[src/rtl/mux2_arbiter.sv]
// ============================================================================
// mux2_arbiter : round-robin burst arbiter owning a shared 2:1 output mux.
// Optional macro MUX_ARB_FIXED_PRI_EN selects fixed A-wins-ties priority.
// Revision: 1.0
// ============================================================================
`default_nettype none

module mux2_arbiter #(
  parameter int DATA_W    = 8,
  parameter int MAX_BURST = 4
) (
  input  logic              clk,
  input  logic              rst,
  input  logic              a_valid,
  input  logic [DATA_W-1:0] a_data,
  input  logic              a_last,
  output logic              a_ready,
  input  logic              b_valid,
  input  logic [DATA_W-1:0] b_data,
  input  logic              b_last,
  output logic              b_ready,
  output logic              y_valid,
  output logic [DATA_W-1:0] y_data,
  output logic              y_last,
  input  logic              y_ready,
  output logic              sel,
  output logic              busy
);

  typedef enum logic [1:0] {
    ST_IDLE  = 2'd0,
    ST_OWN_A = 2'd1,
    ST_OWN_B = 2'd2
  } state_t;

  localparam logic [3:0] C_LAST_CNT = 4'(MAX_BURST - 1);

  state_t     r_state;
  state_t     w_state_nxt;
  state_t     w_winner;
  logic       r_sel;
  logic       w_sel_nxt;
  logic       r_rr_pri;
  logic       w_rr_pri_nxt;
  logic [3:0] r_beat_cnt;
  logic [3:0] w_beat_cnt_nxt;

  logic w_own_a;
  logic w_own_b;
  logic w_xfer;
  logic w_release;

  // Tie goes to B when pri=1, otherwise to A; a lone requester always wins.
  function automatic state_t arbitrate(input logic av, input logic bv, input logic pri);
    if (av && bv) return pri ? ST_OWN_B : ST_OWN_A;
    else if (av)  return ST_OWN_A;
    else if (bv)  return ST_OWN_B;
    else          return ST_IDLE;
  endfunction

  assign w_own_a = (r_state == ST_OWN_A);
  assign w_own_b = (r_state == ST_OWN_B);

  assign y_valid = (w_own_a & a_valid) | (w_own_b & b_valid);
  assign y_data  = r_sel ? b_data : a_data;
  assign y_last  = (w_own_a & a_last) | (w_own_b & b_last);
  assign a_ready = w_own_a & y_ready;
  assign b_ready = w_own_b & y_ready;
  assign sel     = r_sel;
  assign busy    = (r_state != ST_IDLE);

  assign w_xfer    = y_valid & y_ready;
  // A last flag coinciding with the beat limit is still a single release.
  assign w_release = w_xfer & (y_last | (r_beat_cnt == C_LAST_CNT));

`ifdef MUX_ARB_FIXED_PRI_EN
  assign w_rr_pri_nxt = 1'b0;
`else
  // After a release, priority points at the requester that did not own.
  assign w_rr_pri_nxt = w_release ? w_own_a : r_rr_pri;
`endif

  always_comb begin
    w_state_nxt    = r_state;
    w_sel_nxt      = r_sel;
    w_beat_cnt_nxt = r_beat_cnt;
    w_winner       = ST_IDLE;
    case (r_state)
      ST_IDLE: begin
        w_winner = arbitrate(a_valid, b_valid, r_rr_pri);
        if (w_winner != ST_IDLE) begin
          w_state_nxt    = w_winner;
          w_sel_nxt      = (w_winner == ST_OWN_B);
          w_beat_cnt_nxt = 4'd0;
        end
      end
      ST_OWN_A, ST_OWN_B: begin
        if (w_release) begin
          // Re-arbitrate in the release cycle so bursts chain with no gap.
          w_winner       = arbitrate(a_valid, b_valid, w_rr_pri_nxt);
          w_state_nxt    = w_winner;
          w_beat_cnt_nxt = 4'd0;
          if (w_winner != ST_IDLE) begin
            w_sel_nxt = (w_winner == ST_OWN_B);
          end
        end else if (w_xfer) begin
          w_beat_cnt_nxt = r_beat_cnt + 4'd1;
        end
      end
      default: begin
        w_state_nxt    = ST_IDLE;
        w_beat_cnt_nxt = 4'd0;
      end
    endcase
  end

  always_ff @(posedge clk or posedge rst) begin
    if (rst) begin
      r_state    <= ST_IDLE;
      r_sel      <= 1'b0;
      r_rr_pri   <= 1'b0;
      r_beat_cnt <= 4'd0;
    end else begin
      r_state    <= w_state_nxt;
      r_sel      <= w_sel_nxt;
      r_rr_pri   <= w_rr_pri_nxt;
      r_beat_cnt <= w_beat_cnt_nxt;
    end
  end

endmodule

`default_nettype wire

[config.mk]
export PLATFORM = sky130hd
export DESIGN_NAME = mux2_arbiter
export DESIGN_NICKNAME = d
export VERILOG_FILES = /design/src/rtl/mux2_arbiter.sv
export SDC_FILE = /design/constraint.sdc
export NUM_CORES = 1
export LEC_CHECK = 0
export CELL_PAD_IN_SITES_DETAIL_PLACEMENT = 1
export CELL_PAD_IN_SITES_GLOBAL_PLACEMENT = 1
export CORE_MARGIN = 1.5
export CORE_UTILIZATION = 26
export DETAILED_ROUTE_END_ITERATION = 6
export PLACE_DENSITY = 0.79
export SYNTH_ARGS = -nofsm -noshare
export SYNTH_HDL_FRONTEND = slang
export SYNTH_SLANG_ARGS = --single-unit
export TNS_END_PERCENT = 30
[constraint.sdc]
create_clock -name clk -period 2.11 [get_ports clk]
set_clock_uncertainty 0.2 [all_clocks]
set_input_delay 0.422 -clock clk [delete_from_list [all_inputs] [get_ports clk]]
set_output_delay 0.422 -clock clk [all_outputs]
set_load 0.02 [all_outputs]
* After elaboration in Yosys (flattened, before gate mapping)
Index checks and enable logic that the tools add are counted.
** Operators by class
- Multiplexer cells :: 22
- Eq/ne operators :: 9
- Bitwise logic cells :: 11
- Reduce and logical (&&, ||, !) cells :: 10
- Add/sub/neg operators :: 1
** Operators with widths (count)
- 2-to-1 mux 2 bit :: 11
- 2-to-1 mux 4 bit :: 3
- bitwise AND 1 bit :: 8
- 2-to-1 mux 8 bit :: 1
- case mux 4 bit (2 select lines) :: 1
- nonzero test 2 bit :: 4
- == test 2 bit (second input constant) :: 3
- inequality test 2 bit (second input constant) :: 3
- adder 4 x 1 -> 4 bit (second input constant) :: 1
- == test 4 x 2 -> 1 bit (second input constant) :: 1
- 2-to-1 mux 1 bit :: 4
- case mux 2 bit (2 select lines) :: 1
- AND reduction 2 bit :: 2
- AND reduction 4 bit :: 1
- inequality test 3 bit (second input constant) :: 1
- bitwise OR 1 bit :: 3
- == test 2 x 1 -> 1 bit (second input constant) :: 1
- logical NOT 2 bit :: 1
- case mux 1 bit (2 select lines) :: 1
- OR reduction 2 bit :: 1
- logical AND 1 bit :: 1
** Word-level totals
- Output and inout port bits :: 14
- Input port bits :: 23
- Register bits :: 8
- Word-level logic and storage cells :: 57

* Logic depth before layout (Yosys ltp)
- Word-level depth :: 14
- Gate-level depth with buffers :: 7
- Depth with buffers taken out :: 6

* Least setup slack after synthesis
OpenSTA, ideal clock, no wires.
- Kind :: register to register
- From :: reg r_state[0]
- To :: reg r_beat_cnt[3]
- Data required time :: 1818 ps
- Clock period less this slack :: 2132 ps
- Library setup time :: 92 ps
- Buffers on the path :: 0
- Arrival :: 1841 ps
- Setup slack :: -22 ps
- Cell stages (with the launch flop) :: 7
- Cells stage by stage :: dfrtp_1 -> inv_1 -> ha_1 -> a22o_4 -> o211ai_4 -> or3b_4 -> o31ai_2
** Between the ends
- Cells in the longest elaborated chain, start to end :: 7
- Elaborated cells between the ends (all ways) :: 18
- Those cells by class :: 4 x eq/ne; 2 x mux; 9 x bitwise; 3 x reduce/logical
** RTL lines
- start: declaration :: line 38 : state_t r_state;
- start signal: assignment :: line 124 : r_state <= w_state_nxt;
- == test 2 x 1 -> 1 bit / == test 2 bit (equally long branches)
- bitwise AND 1 bit :: line 66 : assign y_last = (w_own_a & a_last) | (w_own_b & b_last);
- bitwise OR 1 bit * :: line 66
- via y_last :: line 24 : output logic y_last,
- bitwise OR 1 bit * :: line 74 : assign w_release = w_xfer & (y_last | (r_beat_cnt == C_LAST_CNT));
- bitwise AND 1 bit * :: line 74
- 2-to-1 mux 4 bit / inequality test 3 bit (equally long branches)
- case mux 4 bit (2 select lines) / AND reduction 2 bit (equally long branches)
- end signal: assignment :: line 127 : r_beat_cnt <= w_beat_cnt_nxt;
- end: declaration :: line 45 : logic [3:0] r_beat_cnt;
The timed path passes the listed nets; every way through them passes the cells marked *.
A chain may end at the register's enable or synchronous reset.

* Worst setup path after layout
- From :: reg r_state[0]
- To :: reg r_beat_cnt[3]
** Between the ends
- Cells in the longest elaborated chain, start to end :: 7
- Elaborated cells between the ends (all ways) :: 18
- Those cells by class :: 4 x eq/ne; 2 x mux; 9 x bitwise; 3 x reduce/logical
** RTL lines (line)
- == test 2 x 1 -> 1 bit / == test 2 bit (equally long branches)
- bitwise AND 1 bit, on equally long branches :: 64, 66
- bitwise OR 1 bit, on equally long branches :: 64, 66
- bitwise AND 1 bit / bitwise OR 1 bit (equally long branches) :: 72, 74
- bitwise AND 1 bit :: 74
- 2-to-1 mux 4 bit / inequality test 3 bit (equally long branches)
- case mux 4 bit (2 select lines) / AND reduction 2 bit (equally long branches)
Parallel ways exist; a longest one is shown, timed or not.

==> metrics.sh <==
POST_SYNTH_TOP_AREA_CELL='sky130_fd_sc_hd__dfrtp_1'
POST-SYNTH-TOP-AREA-FRACTION=0.260
UNREPAIRED_SETUP_ENDPOINTS_AFTER_GLOBAL_ROUTING='yes'
TRITONCTS='yes'
GP_CONGESTION=0.785
YOSYS.CELL_TYPES.COUNT=36
HTREE_NUM_LEVELS=1
SYN-INSTANCE-COUNT=82
CLOCK_TREE_BUF_DEPTH=2
GROUTE.LAYER.MET2.USAGE=0.346
CRIT_FANOUT=4
CRIT_FAMILY='compound AO/OA/AOI/OAI gates'
SETUP_VIOLATIONS=0
GRT.OVERFLOW.TOTAL=0
CRITPATHLAUNCHTYPE='flop'
TOTAL_LEAKAGE_POWER_nW=0.616
CRIT_PATH_CELL_TRACE='buf_4, ha_4, a22o_4, buf_6, o211ai_4, or3b_4, o31ai_4'
IO_BUFFER_COUNT=36
CP_MAX_STAGE_DELAY_NS=0.44
FINAL.PERIOD_UTILIZATION=1.00
WIRE_LENGTH_OF_THE_FIRST_GLOBAL_ROUTING_PASS_MM=4.51
FINALMAXSLEWVIOLATIONS=0
ANT_NETS=0
NUMBER_OF_ANTENNA_CELLS_INSERTED=0
DESIGN.PORTCOUNT=37
DIEWIDTH_UM=57.4
TRITONCTS.NUM_BUFFERS=3
TIGHTESTPINTRANSITION_NS=0.304
INITIAL_CORE_UTIL=0.277
CTS_SINKS=8
YS_SEQ_AREA_FRAC=0.260
SLEW-LIMIT-HEADROOM=0.797
LAYOUT-DRIVE-GT1-SHARE=0.370
SYN_TO_FINAL_GROWTH_PCT=78.5
SYNTHESIS.NETS=110
MAX-CAP-VIOLATIONS=0
TIMING.REG2REG.SETUP_SLACK_NS=0.0006
GRT_BUSIEST_LAYER='met2'
POWER-PER-CELL-AREA_nW_PER_UM2=1170
ROUTED-VIA-COUNT=880
STD_CELL_ROWS=19
ROOT_BUFFER='sky130_fd_sc_hd__clkbuf_4'
SETUP.WORST_PATH.CLASS='reg -> reg'
DRT-WIRELENGTH-PER-CELL_UM=16.1
CLK_PIN_SLEW_NS=0.05
WORST_SKEW_PAIR.LATE_LATENCY_NS=0.25
WORST_HOLD_SLACK_NS=0.216
MAX_FREQ_MHz=474
GROUTE.LAYER.MET3.USAGE=0.0454
SYNTH_AREA_PER_CELL_UM2=9.38
NUMBER_OF_ANTENNA_VIOLATIONS_AT_THE_FIRST_CHECK_IN_GLOBAL_ROUTING=0
FINALCOREUTILIZATION=0.494
SYNTH-SEQ-CELLS=8
ARRIVAL_TIME_AT_THE_WORST_ENDPOINT_NS=2.08
TOTAL_POWER_mW=1.60
POST_SYNTH_INSTANCE_AREA_UM2=769
MAXIMUM_NUMBER_OF_PINS_ON_ONE_NET_BEFORE_GLOBAL_ROUTE_REPAIR=11
NUMBER_OF_GLOBAL_ROUTE_VIAS_BEFORE_REPAIR=950
CP_DATA_REQUIRED_TIME_NS=2.08
USE_MET1=0.194
DIE_HEIGHT_UM=57.4
SYNTH.YOSYS.WARNINGS=0
TOTALWIRELENGTH_MM=2.71
POST-ROUTE-DRC-COUNT=0
CRITICAL_PATH_TOP_DELAY_CELL='sky130_fd_sc_hd__or3b_4'
DRT_PRE_ANTENNA_ITERS=4
ENDPOINT_KIND='flop'
STATUS='complete, no violations'
PLACEABLECOREAREA_UM2=2780
CRITICAL_PATH.N_BUFFERS_INVERTERS=2
VDD_IR_DROP_MAX_uV=760
N_FILL_CELL=323
TOTAL_DIE_AREA_UM2=3290
CTS_HOLD_REPAIR.BUFFERS=0
TOT_GR_TRACK_USE=0.175
POST_ROUTE_MINIMUM_PERIOD_NS=2.11
SYNTH.TOP_CELLS.BY_AREA='sky130_fd_sc_hd__dfrtp_1 (26%), sky130_fd_sc_hd__mux2_2 (13%), sky130_fd_sc_hd__ha_1 (8.1%), sky130_fd_sc_hd__o21ai_0 (5.9%), sky130_fd_sc_hd__inv_1 (2.9%)'
NETS=168
MIN-DELAY-PATH-CLASS='in -> async'
HPWLAFTERDP_MM=2.31
DR.FIRST_ITER.DRC_COUNT=9
FINAL_HOLD_FAILS=0
VIAS_PER_CELL=5.21
[flip-flops by register name (all words and copies together), names as in the netlist]
name,flops
r_beat_cnt,4
r_rr_pri,1
r_state,2
sel,1
[Yosys cell counts (all sizes together)]
cell type and count:
nor2 1, a21boi 1, nor2b 3, and2 4, or3 2, nand3b 1, a221oi 1, nor3 1
nand2b 2, buf 1, mux2i 2, nor3b 1, a32oi 2, o21ai 9, dfrtp 8, and3 1
nand3 2, a21o 1, a22o 2, o2111a 1, or2 1, clkbuf 1, inv 6, mux2 9
or3b 1, o31ai 2, nand2 6, o211ai 2, o22ai 1, o221ai 1, ha 5, o21a 1
[layout by cell type, fill, tap and decap left out, types with 2 or more instances in the layout]
cell type and instances:
sky130_fd_sc_hd__o21ai_0 8, sky130_fd_sc_hd__and2_1 3, sky130_fd_sc_hd__nand2b_1 2, sky130_fd_sc_hd__ha_4 2
sky130_fd_sc_hd__buf_4 17, sky130_fd_sc_hd__dfrtp_1 6, sky130_fd_sc_hd__clkbuf_4 3, sky130_fd_sc_hd__or3_1 2
sky130_fd_sc_hd__dlygate4sd2_1 10, sky130_fd_sc_hd__nor2b_1 3, sky130_fd_sc_hd__nand2_1 6, sky130_fd_sc_hd__clkdlybuf4s50_1 23
sky130_fd_sc_hd__buf_2 2, sky130_fd_sc_hd__mux2i_1 2, sky130_fd_sc_hd__buf_6 2, sky130_fd_sc_hd__dfrtp_2 2
sky130_fd_sc_hd__nand3_1 2, sky130_fd_sc_hd__ha_1 2, sky130_fd_sc_hd__inv_1 5, sky130_fd_sc_hd__a32oi_1 2
sky130_fd_sc_hd__a22o_4 2, sky130_fd_sc_hd__mux2_2 9
[cell type report]
class / count / area [um2] / share of cell area
sequential: 8 / 203 / 0.148
inverter: 6 / 22.5 / 0.0164
timing repair buffer: 55 / 483 / 0.352
multi-input combinational: 66 / 604 / 0.440
clock buffer: 3 / 22.5 / 0.0164
tap: 31 / 38.8 / 0.0282
[logic make-up (layout without fill, tap and decap cells)]
| family | count (synthesis) | in the layout | synth area share |
|---|---|---|---|
| compound gates | 24 | 24 | 0.263 |
| fa+ha+maj | 5 | 5 | 0.0813 |
| buf+inv | 8 | 64 | 0.0406 |
| flops | 8 | 8 | 0.260 |
| mux | 11 | 11 | 0.158 |
| simple gates | 26 | 26 | 0.197 |
[per-stage QoR]
step	cells	setup slack (ns)	setup TNS (ns)	area, um2
floorplan	82	0.000950	0	769
global placement	164	-0.164	-2.34	1290
detailed placement	164	-0.199	-3.17	1290
CTS	168	-0.00217	-0.00217	1300
global route	169	-0.0408	-0.107	1370
finish	169	0.000552	0	1370
[layer usage]
metal / share of wire / wire length (um)
met1: 0.40 / 1080
met2: 0.53 / 1450
met3: 0.068 / 185
met4: 0 / 0
met5: 0 / 0
[path summary, 6_finish.rpt]
| kind | startpoint | end | depth (start not counted) |
|---|---|---|---|
| worst min register to register | r_beat_cnt[1]$_DFFE_PP0P_ | r_beat_cnt[1]$_DFFE_PP0P_ | 2 |
| worst min-delay path | rst | r_beat_cnt[3]$_DFFE_PP0P_ | 2 |
| worst max-delay path | r_state[0]$_DFFE_PP0P_ | r_beat_cnt[3]$_DFFE_PP0P_ | 7 |
| min in group clk | r_beat_cnt[1]$_DFFE_PP0P_ | r_beat_cnt[1]$_DFFE_PP0P_ | 2 |
| max in group asynchronous | rst | r_state[0]$_DFFE_PP0P_ | 2 |
| worst max register to register | r_state[0]$_DFFE_PP0P_ | r_beat_cnt[3]$_DFFE_PP0P_ | 7 |
[where the power goes]
part | switching, mW | internal [mW] | total [mW]
registers | 0.0772 | 0.214 | 0.291
logic | 0.595 | 0.606 | 1.20
clock network | 0.0480 | 0.0648 | 0.113
total | 0.720 | 0.884 | 1.60
[repair_timing]
action                                  CTS  global route
pin swaps                                 0             1
buffers inserted                          1             1
endpoints found under the setup margin   20             7
resized for setup                        23            13
Note: power is estimated with default switching activity, not from simulation.
